File: src/rtl/tpu_pkg.sv
// Shared definitions for the matmul tile scheduler: FSM states, tile geometry
// defaults and the tile-count helper.
package tpu_pkg;

  localparam int SYS_ARR_DIM  = 16;
  localparam int MAX_OUT_ROWS = 128;
  localparam int MAX_OUT_COLS = 128;
  localparam int MAX_INTERMED = 128;

  typedef enum logic [2:0] {
    S_IDLE,
    S_ISSUE,
    S_WAIT,
    S_ADVANCE,
    S_DONE
  } sched_state_e;

  // Number of tile_len-sized tiles needed to cover dim (ceil divide).
  function automatic int unsigned tile_count(input int unsigned dim,
                                             input int unsigned tile_len);
    return (dim + tile_len - 1) / tile_len;
  endfunction

endpackage

File: src/rtl/matmul_tile_scheduler_counter.sv
// tile_index_counter: three-level wrapping index counter (k innermost, then
// col, then row) with per-level inclusive limits and a last-tile flag.
module tile_index_counter #(
  parameter int R_W = 3,
  parameter int C_W = 3,
  parameter int K_W = 3
) (
  input  logic           clk,
  input  logic           reset,
  input  logic           clear,
  input  logic           advance,
  input  logic [R_W-1:0] lim_r,
  input  logic [C_W-1:0] lim_c,
  input  logic [K_W-1:0] lim_k,
  output logic [R_W-1:0] idx_r,
  output logic [C_W-1:0] idx_c,
  output logic [K_W-1:0] idx_k,
  output logic           last
);

  always_ff @(posedge clk) begin
    if (reset || clear) begin
      idx_r <= '0;
      idx_c <= '0;
      idx_k <= '0;
    end else if (advance) begin
      if (idx_k != lim_k) begin
        idx_k <= idx_k + 1'b1;
      end else begin
        idx_k <= '0;
        if (idx_c != lim_c) begin
          idx_c <= idx_c + 1'b1;
        end else begin
          idx_c <= '0;
          idx_r <= (idx_r == lim_r) ? '0 : idx_r + 1'b1;
        end
      end
    end
  end

  assign last = (idx_r == lim_r) && (idx_c == lim_c) && (idx_k == lim_k);

endmodule

File: src/rtl/matmul_tile_scheduler.sv
// Sequences a full matmul as SYS_ARR_DIM-sized tiles through the multiply
// controller. Optional perf counters under MATMUL_TILE_SCHED_PERF_EN.
module matmul_tile_scheduler #(
  parameter int SYS_ARR_DIM  = tpu_pkg::SYS_ARR_DIM,
  parameter int MAX_OUT_ROWS = tpu_pkg::MAX_OUT_ROWS,
  parameter int MAX_OUT_COLS = tpu_pkg::MAX_OUT_COLS,
  parameter int MAX_INTERMED = tpu_pkg::MAX_INTERMED,
  parameter int ADDR_W       = 16
) (
  input  logic                                          clk,
  input  logic                                          reset,
  input  logic                                          start,
  input  logic [$clog2(MAX_OUT_ROWS+1)-1:0]             num_out_rows,
  input  logic [$clog2(MAX_OUT_COLS+1)-1:0]             num_out_cols,
  input  logic [$clog2(MAX_INTERMED+1)-1:0]             intermed_dim,
  input  logic [ADDR_W-1:0]                             base_weight,
  input  logic [ADDR_W-1:0]                             base_data,
  input  logic                                          mult_done,
  output logic                                          mult_start,
  output logic [$clog2(MAX_OUT_ROWS/SYS_ARR_DIM)-1:0]   tile_row,
  output logic [$clog2(MAX_OUT_COLS/SYS_ARR_DIM)-1:0]   tile_col,
  output logic [$clog2(MAX_INTERMED/SYS_ARR_DIM)-1:0]   tile_k,
  output logic [ADDR_W-1:0]                             weight_addr,
  output logic [ADDR_W-1:0]                             data_addr,
  output logic                                          accum_clear,
  output logic                                          busy,
  output logic                                          done,
  output logic [2:0]                                    state_dbg
`ifdef MATMUL_TILE_SCHED_PERF_EN
  ,
  output logic [31:0]                                   perf_cycles,
  output logic [15:0]                                   perf_tiles
`endif
);

  import tpu_pkg::*;

  localparam int M_W  = $clog2(MAX_OUT_ROWS+1);
  localparam int N_W  = $clog2(MAX_OUT_COLS+1);
  localparam int K_W  = $clog2(MAX_INTERMED+1);
  localparam int TR_W = $clog2(MAX_OUT_ROWS/SYS_ARR_DIM);
  localparam int TC_W = $clog2(MAX_OUT_COLS/SYS_ARR_DIM);
  localparam int TK_W = $clog2(MAX_INTERMED/SYS_ARR_DIM);

  sched_state_e state, state_nx;

  logic [TR_W-1:0]   lim_r;
  logic [TC_W-1:0]   lim_c;
  logic [TK_W-1:0]   lim_k;
  logic [ADDR_W-1:0] base_weight_q, base_data_q;
  logic [M_W-1:0]    m_cl;
  logic [N_W-1:0]    n_cl;
  logic [K_W-1:0]    k_cl;
  logic              accept, dims_zero, advance, last;

  assign accept    = (state == S_IDLE) && start;
  assign dims_zero = (num_out_rows == '0) || (num_out_cols == '0) || (intermed_dim == '0);
  assign m_cl = (num_out_rows > M_W'(MAX_OUT_ROWS)) ? M_W'(MAX_OUT_ROWS) : num_out_rows;
  assign n_cl = (num_out_cols > N_W'(MAX_OUT_COLS)) ? N_W'(MAX_OUT_COLS) : num_out_cols;
  assign k_cl = (intermed_dim > K_W'(MAX_INTERMED)) ? K_W'(MAX_INTERMED) : intermed_dim;

  // Limits are stored as tile count minus one; unused when a dimension is zero.
  always_ff @(posedge clk) begin
    if (reset) begin
      lim_r         <= '0;
      lim_c         <= '0;
      lim_k         <= '0;
      base_weight_q <= '0;
      base_data_q   <= '0;
    end else if (accept) begin
      lim_r         <= TR_W'(tile_count(int'(m_cl), SYS_ARR_DIM) - 1);
      lim_c         <= TC_W'(tile_count(int'(n_cl), SYS_ARR_DIM) - 1);
      lim_k         <= TK_W'(tile_count(int'(k_cl), SYS_ARR_DIM) - 1);
      base_weight_q <= base_weight;
      base_data_q   <= base_data;
    end
  end

  always_ff @(posedge clk) begin
    if (reset) state <= S_IDLE;
    else       state <= state_nx;
  end

  // mult_start is a one-cycle pulse in ISSUE; the tile is complete on the first
  // mult_done seen in WAIT, and mult_done in any other state is dropped.
  always_comb begin
    state_nx   = state;
    mult_start = 1'b0;
    busy       = 1'b0;
    done       = 1'b0;
    advance    = 1'b0;
    case (state)
      S_IDLE:    if (start) state_nx = dims_zero ? S_DONE : S_ISSUE;
      S_ISSUE: begin
        mult_start = 1'b1;
        busy       = 1'b1;
        state_nx   = S_WAIT;
      end
      S_WAIT: begin
        busy = 1'b1;
        if (mult_done) state_nx = S_ADVANCE;
      end
      S_ADVANCE: begin
        busy = 1'b1;
        if (last) begin
          state_nx = S_DONE;
        end else begin
          advance  = 1'b1;
          state_nx = S_ISSUE;
        end
      end
      S_DONE: begin
        done     = 1'b1;
        state_nx = S_IDLE;
      end
      default: state_nx = S_IDLE;
    endcase
  end

  tile_index_counter #(
    .R_W(TR_W),
    .C_W(TC_W),
    .K_W(TK_W)
  ) u_idx (
    .clk    (clk),
    .reset  (reset),
    .clear  (accept),
    .advance(advance),
    .lim_r  (lim_r),
    .lim_c  (lim_c),
    .lim_k  (lim_k),
    .idx_r  (tile_row),
    .idx_c  (tile_col),
    .idx_k  (tile_k),
    .last   (last)
  );

  // Offsets are computed wide and truncated, so address wrap is silent.
  assign weight_addr = base_weight_q + ADDR_W'((32'(tile_k) * (32'(lim_c) + 32'd1)
                       + 32'(tile_col)) * 32'(SYS_ARR_DIM));
  assign data_addr   = base_data_q + ADDR_W'((32'(tile_row) * (32'(lim_k) + 32'd1)
                       + 32'(tile_k)) * 32'(SYS_ARR_DIM));
  assign accum_clear = busy && (tile_k == '0);
  assign state_dbg   = state;

`ifdef MATMUL_TILE_SCHED_PERF_EN
  always_ff @(posedge clk) begin
    if (reset || accept) begin
      perf_cycles <= '0;
      perf_tiles  <= '0;
    end else begin
      if (busy)       perf_cycles <= perf_cycles + 32'd1;
      if (mult_start) perf_tiles  <= perf_tiles + 16'd1;
    end
  end
`endif

endmodule

File: config.mk
export PLATFORM = sky130hd
export DESIGN_NAME = matmul_tile_scheduler
export DESIGN_NICKNAME = d
export VERILOG_FILES = /design/src/rtl/tpu_pkg.sv /design/src/rtl/matmul_tile_scheduler_counter.sv /design/src/rtl/matmul_tile_scheduler.sv
export SDC_FILE = /design/constraint.sdc
export NUM_CORES = 1
export LEC_CHECK = 0
export ABC_CLOCK_PERIOD_IN_PS = 12300
export BUFFER_PORTS_ARGS = -buffer_cell sky130_fd_sc_hd__buf_2
export CAP_MARGIN = 0
export CORE_UTILIZATION = 58
export CTS_CLUSTER_DIAMETER = 30
export DETAILED_ROUTE_END_ITERATION = 8
export HOLD_SLACK_MARGIN = 0.12
export PLACE_DENSITY = 0.9
export SKIP_CTS_REPAIR_TIMING = 1
export SLEW_MARGIN = 20
export SYNTH_ARGS = -nofsm -noshare
export SYNTH_HDL_FRONTEND = slang
export SYNTH_SLANG_ARGS = --single-unit
export TNS_END_PERCENT = 10
File: constraint.sdc
create_clock -name clk -period 12.3 [get_ports clk]
set_clock_uncertainty 0.05 [all_clocks]
set_input_delay 0.615 -clock clk [delete_from_list [all_inputs] [get_ports clk]]
set_output_delay 0.615 -clock clk [all_outputs]
set_load 0.05 [all_outputs]
==> metrics.txt, run 1 <==
outcome finished, final reports clean; worst hold path depth 2; Synth cell types 52; reg2reg path depth 5; area growth from synthesis to layout 14.9%; WP data required between 10 and 15 ns; RSZ-0062 raised after global routing no; Die ar. 7630 um^2; top routing layer used met4; Hold Path Origin base_weight_q[3]; via count 3980; GRT Total Usage 0.280; max-cap violation count 0; Final Max Tran Viols 0; antenna viol nets, final 0; synthesized area about 4200 um^2; first-pass GRT wire length between 15000 and 20000 um; vias in the first global route around 3.8k; H-tree depth 2; worst vdd ir 62.8 uV; Yosys Warn Count 0; final WL 10300 um; pin slew with the least headroom to its limit between 0.8 and 0.9 ns; Starting Density 0.612; minimum clock period about 5.8 ns; CP max FO 7; Clk pin slew, worst setup/hold paths about 0.11 ns; Hold EP base_weight_q[3]; initial antenna violation count 0; die width approximately 87 um; synthesized area per cell about 8.0 um^2; Antenna Cells 0; Rows 30; WL/cell between 10 and 15 um; EDFF count, synth 0; Root Driver clkbuf_8; worst slew margin relative to its limit 0.404; Setup CP Type flop to primary output; share of layout cells above drive strength 1 0.207; worst reg-to-reg setup slack slightly above 10 ns; CTS tree yes; hpwl dp a little under 8000 um; Yosys top cell area share 0.251; DRC viols 0; Yosys reg bits 53; Core Footprint about 7000 um^2; endpoints failing hold 0; First DRT Iteration DRCs between 200 and 250; Arrival @ worst endpoint ~5.1 ns; post-synthesis async set-or-reset flop share 0; critical path startpoint category flop; largest area contributor in the netlist dfxtp_1; drt pass-1 iters 4; crit end category primary output; clk buf depth 2; CTS sink cnt 53; clk_lat worst skew approximately 0.32 ns; Post-Syn Instances ~530; Top Ports approximately 110; Seq/Total Area, Yosys 0.251; global-route congestion overflow total 0; Die Height slightly below 90 um; P_leak 0.00243 uW; Final period util 0.471; Most used DFF post-synth dfxtp_1; Pwr Density 98.4 nW/um^2; TNS Setup 0 ns; Metal-1 WL approximately 4500 um; Met2 Routed Length ~5000 um; synth top area cells dfxtp_1 (25%), ha_1 (15%), nand2_1 (7.0%), a21oi_1 (6.0%), xor2_1 (4.8%); post-layout util 0.703; hold crit path type flop to flop; RR Startpoint state_dbg[1]; total power around 480 uW; Placer Congestion just over 0.9; met3 wire len about 680 um; CTS Buf Count 5; Setup Viol. Count Final 0; Fmax between 0.15 and 0.2 GHz; via-per-instance ratio about 5.6; nets around 740; synthesized net count roughly 650; port bufs 107; RR Endpoint u_idx.idx_c[2]; largest net degree at the start of global routing 50
[flip-flops by register name, indices dropped and copies added, names as in the netlist]
signal         cells
lim_r              3
base_data_q       16
state_dbg          3
lim_c              3
lim_k              3
base_weight_q     16
u_idx.idx_c        3
u_idx.idx_k        3
u_idx.idx_r        3
[through the flow]
stage / worst slack (ns) / area (um^2) / cells / hold WS, ns
after floorplan: 6.30 / 4230 / 529 / 0.387
after global placement: 7.27 / 4760 / 706 / 0.388
after detailed placement: 6.95 / 4760 / 706 / 0.397
after CTS: 6.57 / 4850 / 714 / 0.412
after global routing: 6.15 / 4850 / 714 / 0.440
final: 6.51 / 4850 / 714 / 0.411
[power breakdown]
part	total [uW]	switching (uW)	internal [uW]
clock	105	64.6	40.1
combinational	169	117	51.8
sequential	204	17.5	187
[layer usage]
metal  vias to the layer above  global-route usage
met4                         0              0.0730
li1                       1989                   -
met2                       130               0.492
met3                        10              0.0483
met1                      1851               0.351
met5                         -                   0
[area by class of cell]
cell class,count,area (um^2)
multi-input combinational,423,2940
clock inverter,3,22.5
sequential,53,1060
timing repair buffer,109,551
inverter,25,93.8
clock buffer,5,68.8
fill,585,2050
tap,96,120
[worst max path at each step]
stage                        start              end  cells past startpoint
finish                    lim_c[0]  weight_addr[13]                     19
global route              lim_c[0]  weight_addr[13]                     19
CTS                       lim_c[0]  weight_addr[13]                     19
detailed placement        lim_c[0]  weight_addr[13]                     19
global placement          lim_k[0]    data_addr[15]                     19
floorplan           u_idx.idx_r[2]    data_addr[15]                     14
[synthesized netlist by cell type, drive strengths merged (11+ instances only)]
library cell / n
a21oi: 53
xnor2: 19
clkbuf: 14
o21ai: 12
buf: 14
nand3: 11
a211oi: 13
and2: 18
ha: 50
nand2: 79
nor2: 44
inv: 25
dfxtp: 53
xor2: 23
[layout by cell type (no fill, tap or decap), types with 12 or more instances in the layout]
cell type  instances
and2_1            17
nor2_1            44
a21oi_1           51
inv_1             25
o21ai_0           12
nand2_1           79
xnor2_1           19
a211oi_1          13
buf_2            107
ha_1              50
xor2_1            23
dfxtp_1           53
[critical path: stages, from the launching register on]
cell and delay [ns]:
dfxtp_1 0.46, ha_1 0.20, xor2_1 0.22, nand2_1 0.12, fa_1 0.52, inv_1 0.06
fa_1 0.55, inv_1 0.07, fa_1 0.45, inv_1 0.08, a21oi_1 0.06, o21bai_1 0.23
xor2_1 0.11, ha_1 0.26, nor4_1 0.37, o211ai_1 0.20, a41oi_1 0.27, nand2b_1 0.15
xnor2_1 0.12, buf_2 0.30
[logic make-up (layout without fill, tap and decap cells)]
family	Yosys count	after routing	synth area share
XOR/XNOR	42	42	0.0871
adder cells (fa/ha/maj)	60	60	0.195
AO/OA/AOI/OAI	113	113	0.166
buffers and inverters	53	142	0.0557
flip-flops	53	53	0.251
AND/OR/NAND/NOR	206	206	0.240
multiplexers	2	2	0.00503
No activity file was read; power rests on OpenSTA's default activity.
==> inputs of run 2 (changes only) <==
ABC_AREA = 1   (was unset)
ABC_CLOCK_PERIOD_IN_PS = 5000   (was 12300)
CORE_UTILIZATION = 50   (was 58)
PLACE_DENSITY = 0.82   (was 0.9)
clock period = 5 ns   (was 12.3 ns; I/O delays follow)
==> run 2 against run 1 <==
Compared with the run above:
- hold slack lost 0.30 ns
- total power grew to 2.9 times the previous value
- combinational power grew to 3.5 times the previous value
- sequential cell count is the same
- critical path depth grew 1
- setup slack lost 6.3 ns
- cell count grew 18%
- first-iteration DRC count shrank 39%
- largest cell class unchanged
- critical endpoint is now data_addr[15]
- clock power grew to 2.6 times the previous value
- the run now ends with design-rule violations left
- die area grew 25%
- global-route usage shrank 5.4 points
==> metrics.txt, run 2 <==
outcome finished, violations left; failing checks design-rule violations; port bufs 107 (unchanged); pin slew with the least headroom to its limit 0.811 ns (-0.0821 ns); Placer Congestion 0.841 (-10%); die width 97.7 um (+12%); Placed Area 5070 um^2 (+6.4%); Pwr Density 258 nW/um^2 (+160%); final setup margin 0.170 ns (-6.34 ns); most instantiated cells after synthesis nand2_1 (161), inv_1 (69), nand3_1 (61); Hold Path Origin base_weight[0]; Yosys top cell area share 0.232 (-0.0194); DRC viols 13 (+13); via count 4417 (+11%); first-pass GRT wire length 17900 um (+5.5%); share of layout cells above drive strength 1 0.239 (+0.0317); via-per-instance ratio 5.23 (-6.2%); WP data required 4.70 ns (-6.94 ns); endpoints failing hold 0 (unchanged); worst hold path depth 3 (+1); Synth cell types 42 (-19%); CP max FO 6 (-1); largest area contributor in the netlist dfxtp_1; largest net degree at the start of global routing 39 (-22%); Setup Viol. Count Final 0 (unchanged); hold crit path type primary input to flop; Largest regs base_data_q x16, base_weight_q x16; total power 1390 uW (+190%); EDFF count, synth 0 (unchanged); WL/cell 12.7 um (-12%); synthesized area per cell 7.19 um^2 (-10%); Filler Cell Count 784 (+34%); most numerous cell in the Yosys netlist nand2_1; CTS Buf Count 5 (unchanged); crit end category primary output; nets 856 (+16%); vias in the first global route 4227 (+11%); most common cell after layout, fill and taps aside nand2_1; global-route congestion overflow total 0 (unchanged); Seq/Total Area, Yosys 0.232 (-0.0194); P_leak 0.00300 uW (+23%); synthesized net count 757 (+17%); hpwl dp 8150 um (+5.0%); critical path startpoint category flop; worst vdd ir 309 uV (+390%); worst slack at placement 0.275 ns (-6.68 ns); Met2 Routed Length 5200 um (+4.3%); Arrival @ worst endpoint 4.53 ns (-0.60 ns); RR Endpoint lim_k[0]; First DRT Iteration DRCs 150 (-39%); Final period util 0.966; Starting Density 0.520 (-0.0919); max-cap violation count 0 (unchanged); Metal-1 WL 4830 um (+7.5%); top routing layer used met4; Most used DFF post-synth dfxtp_1; worst hold margin 0.108 ns (-0.303 ns); antenna viol nets, final 0 (unchanged); drt pass-1 iters 9 (+5); CTS tree yes; synth top area cells dfxtp_1 (23%), ha_1 (14%), nand2_1 (13%), nand3_1 (6.7%), inv_1 (5.7%); Core Footprint 8810 um^2 (+28%); synthesized area 4580 um^2 (+8.4%); Fmax around 0.21 GHz; Hold EP base_weight_q[0]; Final Max Tran Viols 0 (unchanged); worst reg-to-reg setup slack 3.34 ns (-6.89 ns); Die ar. 9540 um^2 (+25%); Yosys reg bits 53 (unchanged); Top Ports 108 (unchanged); area growth from synthesis to layout 17.5%; CTS sink cnt 53 (unchanged); commonest cells after routing, fill and taps aside nand2_1 (160), buf_2 (97), inv_1 (69); Clk pin slew, worst setup/hold paths 0.10 ns (about the same); RSZ-0062 raised after global routing yes; minimum clock period 4.83 ns; post-synthesis async set-or-reset flop share 0 (unchanged); worst slew margin relative to its limit 0.458 (+0.0540); H-tree depth 2 (unchanged); reg2reg path depth 7 (+2); Die Height 97.7 um (+12%); Setup CP Type flop to primary output; Rows 34 (+13%); Final Cell Area 5380 um^2 (+11%); met3 wire len 452 um (-33%); Post-Syn Instances 637 (+20%); clk_lat worst skew 0.31 ns (about the same); clk buf depth 2 (unchanged); GRT Total Usage 0.225 (-0.0545); Yosys Warn Count 0 (unchanged); final WL 10700 um (+4.3%); Root Driver clkbuf_8; post-layout util 0.611 (-0.0922); initial antenna violation count 0 (unchanged); RR Startpoint state_dbg[0]; Antenna Cells 0 (unchanged)
run 2: changes by cell type after synthesis, moves of 13 or more:
cell / previous run / this run
clkbuf_1: 14 / 1
a211oi_1: 13 / 0
and2_1: 17 / 0
a21oi_1: 51 / 29
inv_1: 25 / 69
nand2_1: 79 / 161
nand3_1: 11 / 61
run 2: power by group:
part	switching, uW	leakage (uW)	total, uW	internal (uW)
clock	149	0.0000542	275	126
combinational	422	0.00251	592	170
sequential	47.7	0.000435	522	475
total	619	0.00300	1390	770
run 2: worst max path at each step:
stage	startpoint	to	slack (ns)	cells past startpoint
3_3_place_gp	lim_c[0]	weight_addr[14]	0.40	17
5_1_grt	lim_k[0]	data_addr[15]	-0.04	20
2_1_floorplan	u_idx.idx_k[0]	weight_addr[13]	-0.05	16
4_1_cts	lim_k[0]	data_addr[12]	-0.08	17
3_5_place_dp	lim_k[0]	data_addr[12]	0.28	17
6_report	lim_k[0]	data_addr[15]	0.17	20
run 2: kinds of logic (layout without fill, tap and decap cells):
| family | count (synthesis) | after routing | share of synthesized area |
|---|---|---|---|
| simple gates | 318 | 318 | 0.319 |
| buf+inv | 100 | 200 | 0.109 |
| compound gates | 67 | 67 | 0.0836 |
| fa+ha+maj | 60 | 60 | 0.180 |
| flops | 53 | 53 | 0.232 |
| xor+xnor | 39 | 39 | 0.0763 |
run 2: through the flow:
| step | setup TNS [ns] | cells |
|---|---|---|
| after global routing | -0.107 | 845 |
| after floorplan | -0.172 | 637 |
| after global placement | 0 | 831 |
| final | 0 | 845 |
| after detailed placement | 0 | 831 |
| after CTS | -0.303 | 839 |
run 2: layout make-up:
type | count | area, um^2 | share of cell area
multi-input cells | 484 | 3140 | 0.585
clock buffers | 7 | 96.3 | 0.0179
repair buffers | 115 | 637 | 0.118
inverters | 77 | 294 | 0.0547
flip-flops and latches | 53 | 1070 | 0.198
well taps | 108 | 135 | 0.0251
clock inverters | 1 | 5.00 | 0.000931
run 2: metal layers:
layer / track usage / vias up
li1: - / 2256
met1: 0.270 / 2023
met2: 0.406 / 117
met3: 0.0388 / 21
met4: 0.0688 / 0
met5: 0 / -
run 2: critical path: stages (launching register included):
cell and delay, ns:
dfxtp_2 0.37, ha_1 0.22, xnor2_1 0.15, or2_2 0.30, fa_1 0.48, inv_1 0.05, fa_1 0.48, ha_1 0.31
nand3_1 0.08, nand2_1 0.08, a21o_1 0.16, nand2_1 0.05, nand2_1 0.06, xor2_1 0.15, ha_1 0.37, a21o_1 0.22
o21bai_1 0.17, nand2_1 0.07, nand3_1 0.08, xor2_1 0.16, buf_4 0.22
